$ cat config.mk
export PLATFORM = sky130hd
export DESIGN_NAME = stream_xbar_wrr_sched
export DESIGN_NICKNAME = d
export VERILOG_FILES = /design/src/rtl/stream_xbar_sched_pkg.sv /design/src/rtl/stream_xbar_wrr_lane.sv /design/src/rtl/stream_xbar_wrr_sched.sv
export SDC_FILE = /design/constraint.sdc
export NUM_CORES = 1
export LEC_CHECK = 0
export BUFFER_PORTS_ARGS = -buffer_cell sky130_fd_sc_hd__buf_2
export CAP_MARGIN = 20
export CELL_PAD_IN_SITES_DETAIL_PLACEMENT = 2
export CELL_PAD_IN_SITES_GLOBAL_PLACEMENT = 2
export CORE_UTILIZATION = 30
export DETAILED_ROUTE_END_ITERATION = 16
export PLACE_DENSITY = 0.76
export SLEW_MARGIN = 20
export SYNTH_ARGS = -nofsm -noshare
export SYNTH_HDL_FRONTEND = slang
export SYNTH_SLANG_ARGS = --single-unit
$ cat constraint.sdc
create_clock -name clk_i -period 2.74 [get_ports clk_i]
set_input_delay 0.548 -clock clk_i [delete_from_list [all_inputs] [get_ports clk_i]]
set_output_delay 0.548 -clock clk_i [all_outputs]
set_load 0.005 [all_outputs]
$ cat src/rtl/stream_xbar_sched_pkg.sv
// Shared helpers for the weighted round-robin crossbar scheduler.
// Supports crossbars with up to MaxNumInp inputs.
package stream_xbar_sched_pkg;

    localparam int MaxNumInp   = 64;
    localparam int MaxIdxWidth = 6;

    // Circular first-nonzero search starting after p; returns p when the mask is empty.
    function automatic int next_nonzero_idx(input logic [MaxNumInp-1:0] nz_mask,
                                            input int num_inp,
                                            input int p);
        int result;
        int k;
        result = p;
        for (int s = MaxNumInp; s >= 1; s--) begin
            if (s <= num_inp) begin
                k = (p + s) % num_inp;
                if (nz_mask[k[MaxIdxWidth-1:0]]) begin
                    result = k;
                end
            end
        end
        return result;
    endfunction

endpackage

$ cat src/rtl/stream_xbar_wrr_lane.sv
// One scheduler lane: pointer/burst-counter state machine for a single crossbar output.
// The favoured index only moves on completed handshakes.
module stream_xbar_wrr_lane
    import stream_xbar_sched_pkg::*;
#(
    parameter int NumInp      = 1,
    parameter int WeightWidth = 4,
    parameter int IdxWidth    = 1
) (
    input  logic                          clk_i,
    input  logic                          rst_i,
    input  logic                          flush_i,
    input  logic [NumInp*WeightWidth-1:0] weight_i,
    input  logic [IdxWidth-1:0]           idx_i,
    input  logic                          hs_i,
    output logic [IdxWidth-1:0]           rr_o
);

    typedef struct packed {
        logic [IdxWidth-1:0]    ptr;
        logic [WeightWidth-1:0] cnt;
    } lane_state_t;

    localparam int NumSlots = 1 << IdxWidth;
    localparam logic [WeightWidth:0]   CntOne = 1;
    localparam logic [WeightWidth-1:0] WOne   = 1;

    lane_state_t state_q, state_d;

    logic [WeightWidth-1:0] weight_slot [NumSlots];
    logic [MaxNumInp-1:0]   nz_mask;
    logic [WeightWidth-1:0] w_ptr, w_idx;
    logic [WeightWidth:0]   cnt_inc;

    // Unused index slots read as weight 0, so out-of-range indices never win priority.
    for (genvar k = 0; k < NumSlots; k++) begin : g_slot
        if (k < NumInp) begin : g_used
            assign weight_slot[k] = weight_i[k*WeightWidth +: WeightWidth];
        end else begin : g_pad
            assign weight_slot[k] = '0;
        end
    end

    for (genvar k = 0; k < MaxNumInp; k++) begin : g_mask
        if (k < NumInp) begin : g_used
            assign nz_mask[k] = |weight_i[k*WeightWidth +: WeightWidth];
        end else begin : g_pad
            assign nz_mask[k] = 1'b0;
        end
    end

    // NOTE: state registers use non-blocking assignments so every lane samples pre-edge values.
    always_ff @(posedge clk_i or posedge rst_i) begin
        if (rst_i) begin
            state_q <= '0;
        end else begin
            state_q <= state_d;
        end
    end

    always_comb begin
        state_d = state_q;
        w_ptr   = weight_slot[state_q.ptr];
        w_idx   = weight_slot[idx_i];
        cnt_inc = {1'b0, state_q.cnt} + CntOne;
        if (flush_i) begin
            state_d = '0;
        end else if (hs_i) begin
            if (idx_i == state_q.ptr) begin
                if (cnt_inc >= {1'b0, w_ptr}) begin
                    state_d.ptr = IdxWidth'(next_nonzero_idx(nz_mask, NumInp, int'(state_q.ptr)));
                    state_d.cnt = '0;
                end else begin
                    state_d.cnt = cnt_inc[WeightWidth] ? '1 : cnt_inc[WeightWidth-1:0];
                end
            end else if (w_idx != '0) begin
                // Arbiter served a non-favoured input: priority follows the winner.
                if (w_idx == WOne) begin
                    state_d.ptr = IdxWidth'(next_nonzero_idx(nz_mask, NumInp, int'(idx_i)));
                    state_d.cnt = '0;
                end else begin
                    state_d.ptr = idx_i;
                    state_d.cnt = WOne;
                end
            end
        end
    end

    always_comb begin
        rr_o = state_q.ptr;
    end

endmodule

$ cat src/rtl/stream_xbar_wrr_sched.sv
// Weighted round-robin priority scheduler beside the stream crossbar.
// One independent lane per output drives that output's external round-robin pointer.
module stream_xbar_wrr_sched
    import stream_xbar_sched_pkg::*;
#(
    parameter  int NumInp      = 1,
    parameter  int NumOut      = 1,
    parameter  int WeightWidth = 4,
    localparam int IdxWidth    = (NumInp > 1) ? $clog2(NumInp) : 1
) (
    input  logic                          clk_i,
    input  logic                          rst_i,
    input  logic                          flush_i,
    input  logic [NumInp*WeightWidth-1:0] weight_i,
    input  logic [NumOut*IdxWidth-1:0]    out_idx_i,
    input  logic [NumOut-1:0]             out_hs_i,
    output logic [NumOut*IdxWidth-1:0]    rr_o
);

    for (genvar j = 0; j < NumOut; j++) begin : g_lane
        stream_xbar_wrr_lane #(
            .NumInp      (NumInp),
            .WeightWidth (WeightWidth),
            .IdxWidth    (IdxWidth)
        ) u_lane (
            .clk_i    (clk_i),
            .rst_i    (rst_i),
            .flush_i  (flush_i),
            .weight_i (weight_i),
            .idx_i    (out_idx_i[j*IdxWidth +: IdxWidth]),
            .hs_i     (out_hs_i[j]),
            .rr_o     (rr_o[j*IdxWidth +: IdxWidth])
        );

`ifndef SYNTHESIS
        a_idx_in_range : assert property (@(posedge clk_i) disable iff (rst_i)
            out_hs_i[j] |-> (int'(out_idx_i[j*IdxWidth +: IdxWidth]) < NumInp))
            else $error("out_idx_i out of range on output %0d", j);

        a_rr_stable : assert property (@(posedge clk_i) disable iff (rst_i)
            (!out_hs_i[j] && !flush_i) |=> $stable(rr_o[j*IdxWidth +: IdxWidth]))
            else $error("rr_o changed without handshake on output %0d", j);
`endif
    end

endmodule

Word level (Yosys, flattened, before mapping). Index checks and enable logic that the tools add are counted.

Add/subtract/negate cells: 1. Magnitude comparators: 3. Eq/ne operators: 4. Muxes and demuxes: 16. Bitwise operators: 2. Reduce and logical (&&, ||, !) cells: 6.

Operators by type and width (number): two-way mux 4 bit (8); two-way mux 5 bit (5); adder 4 x 1 -> 5 bit (second input constant) (1); greater-or-equal comparator 5 x 4 -> 1 bit (1); == test 4 x 1 -> 1 bit (second input constant) (1); greater-or-equal comparator 2 bit (second input constant) (2); inverter 1 -> 2 bit (2); AND reduction 4 bit (1); nonzero test 4 bit (1); OR reduction 4 bit (1); two-way mux 1 bit (3); inequality test 3 x 2 -> 1 bit (second input constant) (1); inequality test 3 bit (second input constant) (1); nonzero test 3 bit (1); AND reduction 2 bit (1); nonzero test 2 bit (1); == test 1 bit (1).

Bits in registers: 5. Input port bits: 9. Word-level logic and storage cells: 34.

Logic depth before layout (Yosys ltp).
Word-level depth: 10. Mapped depth: 8. Gate-level depth less buffers: 8.

Least setup slack after synthesis. Ideal clock, no wire load.

Path kind: flip-flop to flip-flop. Start: register g_lane[0].u_lane.state_q[0] in the netlist's numbering. End: register g_lane[0].u_lane.state_q[0] in the netlist's numbering. Library setup time: 0.066 ns. Data arrival time: 1.932 ns. Data required time: 2.674 ns. Setup slack: 0.742 ns. Stages on the path, launching flop included: 9. Buffers on the path: 0. Clock period less this slack: 1.998 ns. Path through: dfrtp_1 ha_1 xor2_1 ha_1 o21ai_0 bufinv_8 a211o_1 o21ai_1 a22o_1.

Word-level cells in the longest chain between the ends: 6. Elaborated cells on any way between the ends: 7.

RTL lines: start: declaration (line stream_xbar_wrr_lane.sv:28) `lane_state_t state_q, state_d;`; start signal: assignment (line stream_xbar_wrr_lane.sv:57) `state_q <= state_d;`; adder 4 x 1 -> 5 bit (*) (line stream_xbar_wrr_lane.sv:65) `cnt_inc = {1'b0, state_q.cnt} + CntOne;`; greater-or-equal comparator 5 x 4 -> 1 bit / two-way mux 4 bit (equally long branches) (line stream_xbar_wrr_lane.sv:70, stream_xbar_wrr_lane.sv:74); two-way mux 4 bit (*) (line stream_xbar_wrr_lane.sv:70) `if (cnt_inc >= {1'b0, w_ptr}) begin`; two-way mux 5 bit (*) (line stream_xbar_wrr_lane.sv:69) `if (idx_i == state_q.ptr) begin`; two-way mux 5 bit (*) (line stream_xbar_wrr_lane.sv:68) `end else if (hs_i) begin`; two-way mux 5 bit (*) (line stream_xbar_wrr_lane.sv:66) `if (flush_i) begin`.

Every way passes the cells marked *; elsewhere a longest branch is shown, timed or not. The select of a mux whose other input is x is not followed. A chain may end at the register's enable or synchronous reset.

Final worst setup path. Same ends and word-level chain as after synthesis.

==> reports/qor.yml <==
status: "complete, no violations"
routed_wl_um: 1230
synth_xor_area_frac: 0.0561
r2r_start: "g_lane[0].u_lane.state_q[0]$_DFFE_PP0P_"
grt-ovfl-total: 0
layout_min_cycle_time_ns: 2.25
grt_usage: 0.175
multi_input_area_um2: 322
rows: 13
final_common_cell: "buf_2"
drtPass1Iterations: 4
ant_nets: 0
finalPower_mw: 0.207
antenna_found_initial: 0
fillers: 157
n_antenna_cell: 0
grt_pass1_vias: 467
slew_violations: 0
synth_compound_area_frac: 0.203
powerDensity_nw_per_um2: 371
post_cts_buffers: 0
final_nets: 79
dieArea_um2: 1720
synth_top_family_by_area: "simple AND/OR/NAND/NOR gates"
min_path_type: "in -> async"
path_max_fanout: 5
synthToLayoutAreaGrowth_pct: 19.3
clk_latency_ns: 0.25
tightest_slew_ns: 0.361
postSynthAreaPerCell_um2: 9.18
power_leakage_nw: 0.297
grt_max_degree: 10
ios: 10
wl_per_cell_um: 15.6
crit_path_end_kind: "flip-flop"
vdd_drop_max_v: 0.000199
vias: 439
cp.arrival_ns: 2.43
netlist_top_cells_area: "dfrtp_1 27%, ha_1 13%, nand2b_1 9.4%"
relSlewSlack: 0.758
drive_gt1_frac: 0.234
max_freq_mhz: 445
synth_top_area_frac: 0.267
fin_crit_sh: 0.820
via_per_inst: 5.56
setup_viol: 0
register_area_um2: 125
hpwl_um: 1000
post-place-ws_ns: 0.508
yosys.area.top_type: "dfrtp_1"
portBuffers: 9
cp-start-kind: "flip-flop"
postSynthCellCount: 51
yosys.area_share.simple: 0.294
hold_ws_ns: 0.190
clock_path_buffers: 2
fp.dieH_um: 41.5
post-route-drc-count: 0
mostFrequentLayoutCells: "9 x buf_2, 7 x nand2b_1, 5 x a21oi_1, 5 x ha_1, 5 x dfrtp_1"
synth_mux_area_frac: 0
ys_seq_area_frac: 0.267
hold_viol_final: 0
initial_core_util: 0.338
post_cts_resized: 0
clk_pin_slew_ns: 0.05
final.setup.worst_slack_ns: 0.493
dieWidth_um: 41.5
core-area_um2: 1380
yosysUniqueCellTypes: 23
rsz0062_at_grt: "no"
worstPathRequired_ns: 2.92
crit_start: "g_lane[0].u_lane.state_q[0]$_DFFE_PP0P_"
h-tree-depth: 1
synth.net_count: 65
synth-adder-area-share: 0.134
place.gp.congestion: 0.700
numCtsBuffers: 3
yosysWarnings: 0
ys_seq_elements: 5
root_buffer: "clkbuf_4"
finalClockSkew_ns: 0.00350
tritoncts: "done"
cap_violations: 0
clock_sinks: 5
holdBufCountCts: 0
drt-initial-drc-count: 2
tns_ns: 0
grt_first_pass_wirelength_um: 2280
criticalPathCategory: "reg -> reg"
synth_area_um2: 468
[power breakdown]
part	internal, mW	total (mW)	switching [mW]
Sequential	0.0757	0.0782	0.00255
Clock	0.0552	0.0871	0.0320
Combinational	0.0215	0.0415	0.0200
Total	0.152	0.207	0.0545
[sequential cells by signal (all words and copies together), names as in the netlist]
signal / flops
g_lane.u_lane.state_q: 4
g_lane.u_lane.rr_o: 1
[metal layers]
| layer | part of all wire | GRT usage | up-vias |
|---|---|---|---|
| met4 | 0.0073 | 0.0774 | 0 |
| met3 | 0.014 | 0.0391 | 2 |
| li1 | - | - | 210 |
| met2 | 0.54 | 0.300 | 9 |
| met5 | 0 | 0 | - |
| met1 | 0.44 | 0.206 | 218 |
[synth_stat cells]
library cell and count:
inv_1 1, nand2b_1 7, nor3_1 1, nand2_1 2
nor2b_1 2, xnor2_1 2, a22o_1 2, xor2_1 1
and3_1 1, bufinv_8 1, a211o_1 2, o21ai_1 2
ha_1 5, nand3b_1 3, a21oi_1 5, nand3_1 3
nor2_1 1, dfrtp_1 5, o21a_1 1, nor3b_1 1
nand2b_4 1, a31oi_2 1, o21ai_0 1
[worst paths after layout]
check,slack [ns],end,cells after the start
max,0.49,g_lane[0].u_lane.state_q[0]$_DFFE_PP0P_,8
min,0.19,g_lane[0].u_lane.state_q[1]$_DFFE_PP0P_,2
max reg2reg,0.49,g_lane[0].u_lane.state_q[0]$_DFFE_PP0P_,8
min reg2reg,0.53,g_lane[0].u_lane.state_q[1]$_DFFE_PP0P_,2
max in group asynchronous,2.37,g_lane[0].u_lane.rr_o$_DFFE_PP0P_,2
min in group clk_i,0.53,g_lane[0].u_lane.state_q[1]$_DFFE_PP0P_,2
[cell type report]
class | instances | area share
well taps | 15 | 0.0336
flip-flops and latches | 5 | 0.224
multi-input cells | 44 | 0.576
clock buffers | 4 | 0.0471
repair buffers | 9 | 0.0807
inverters | 2 | 0.0381
[critical path, stage by stage (launching register included)]
cell	delay, ns
dfrtp_1	0.44
ha_1	0.30
xor2_1	0.16
ha_1	0.29
o21ai_0	0.17
bufinv_8	0.20
a211o_1	0.31
o21ai_1	0.17
a22o_1	0.14
[cell families after synthesis]
family | Yosys count
adder cells (fa/ha/maj) | 5
buffers and inverters | 2
AO/OA/AOI/OAI | 14
XOR/XNOR | 3
AND/OR/NAND/NOR | 22
flip-flops | 5
[through the flow]
step / area (um2) / utilization / instances
after detailed placement: 532 / 0.385 / 75
after global routing: 558 / 0.404 / 79
after floorplan: 468 / - / 51
after global placement: 532 / 0.385 / 75
after CTS: 558 / 0.404 / 79
final: 558 / 0.404 / 79
Power figures use the tool's default switching activity.
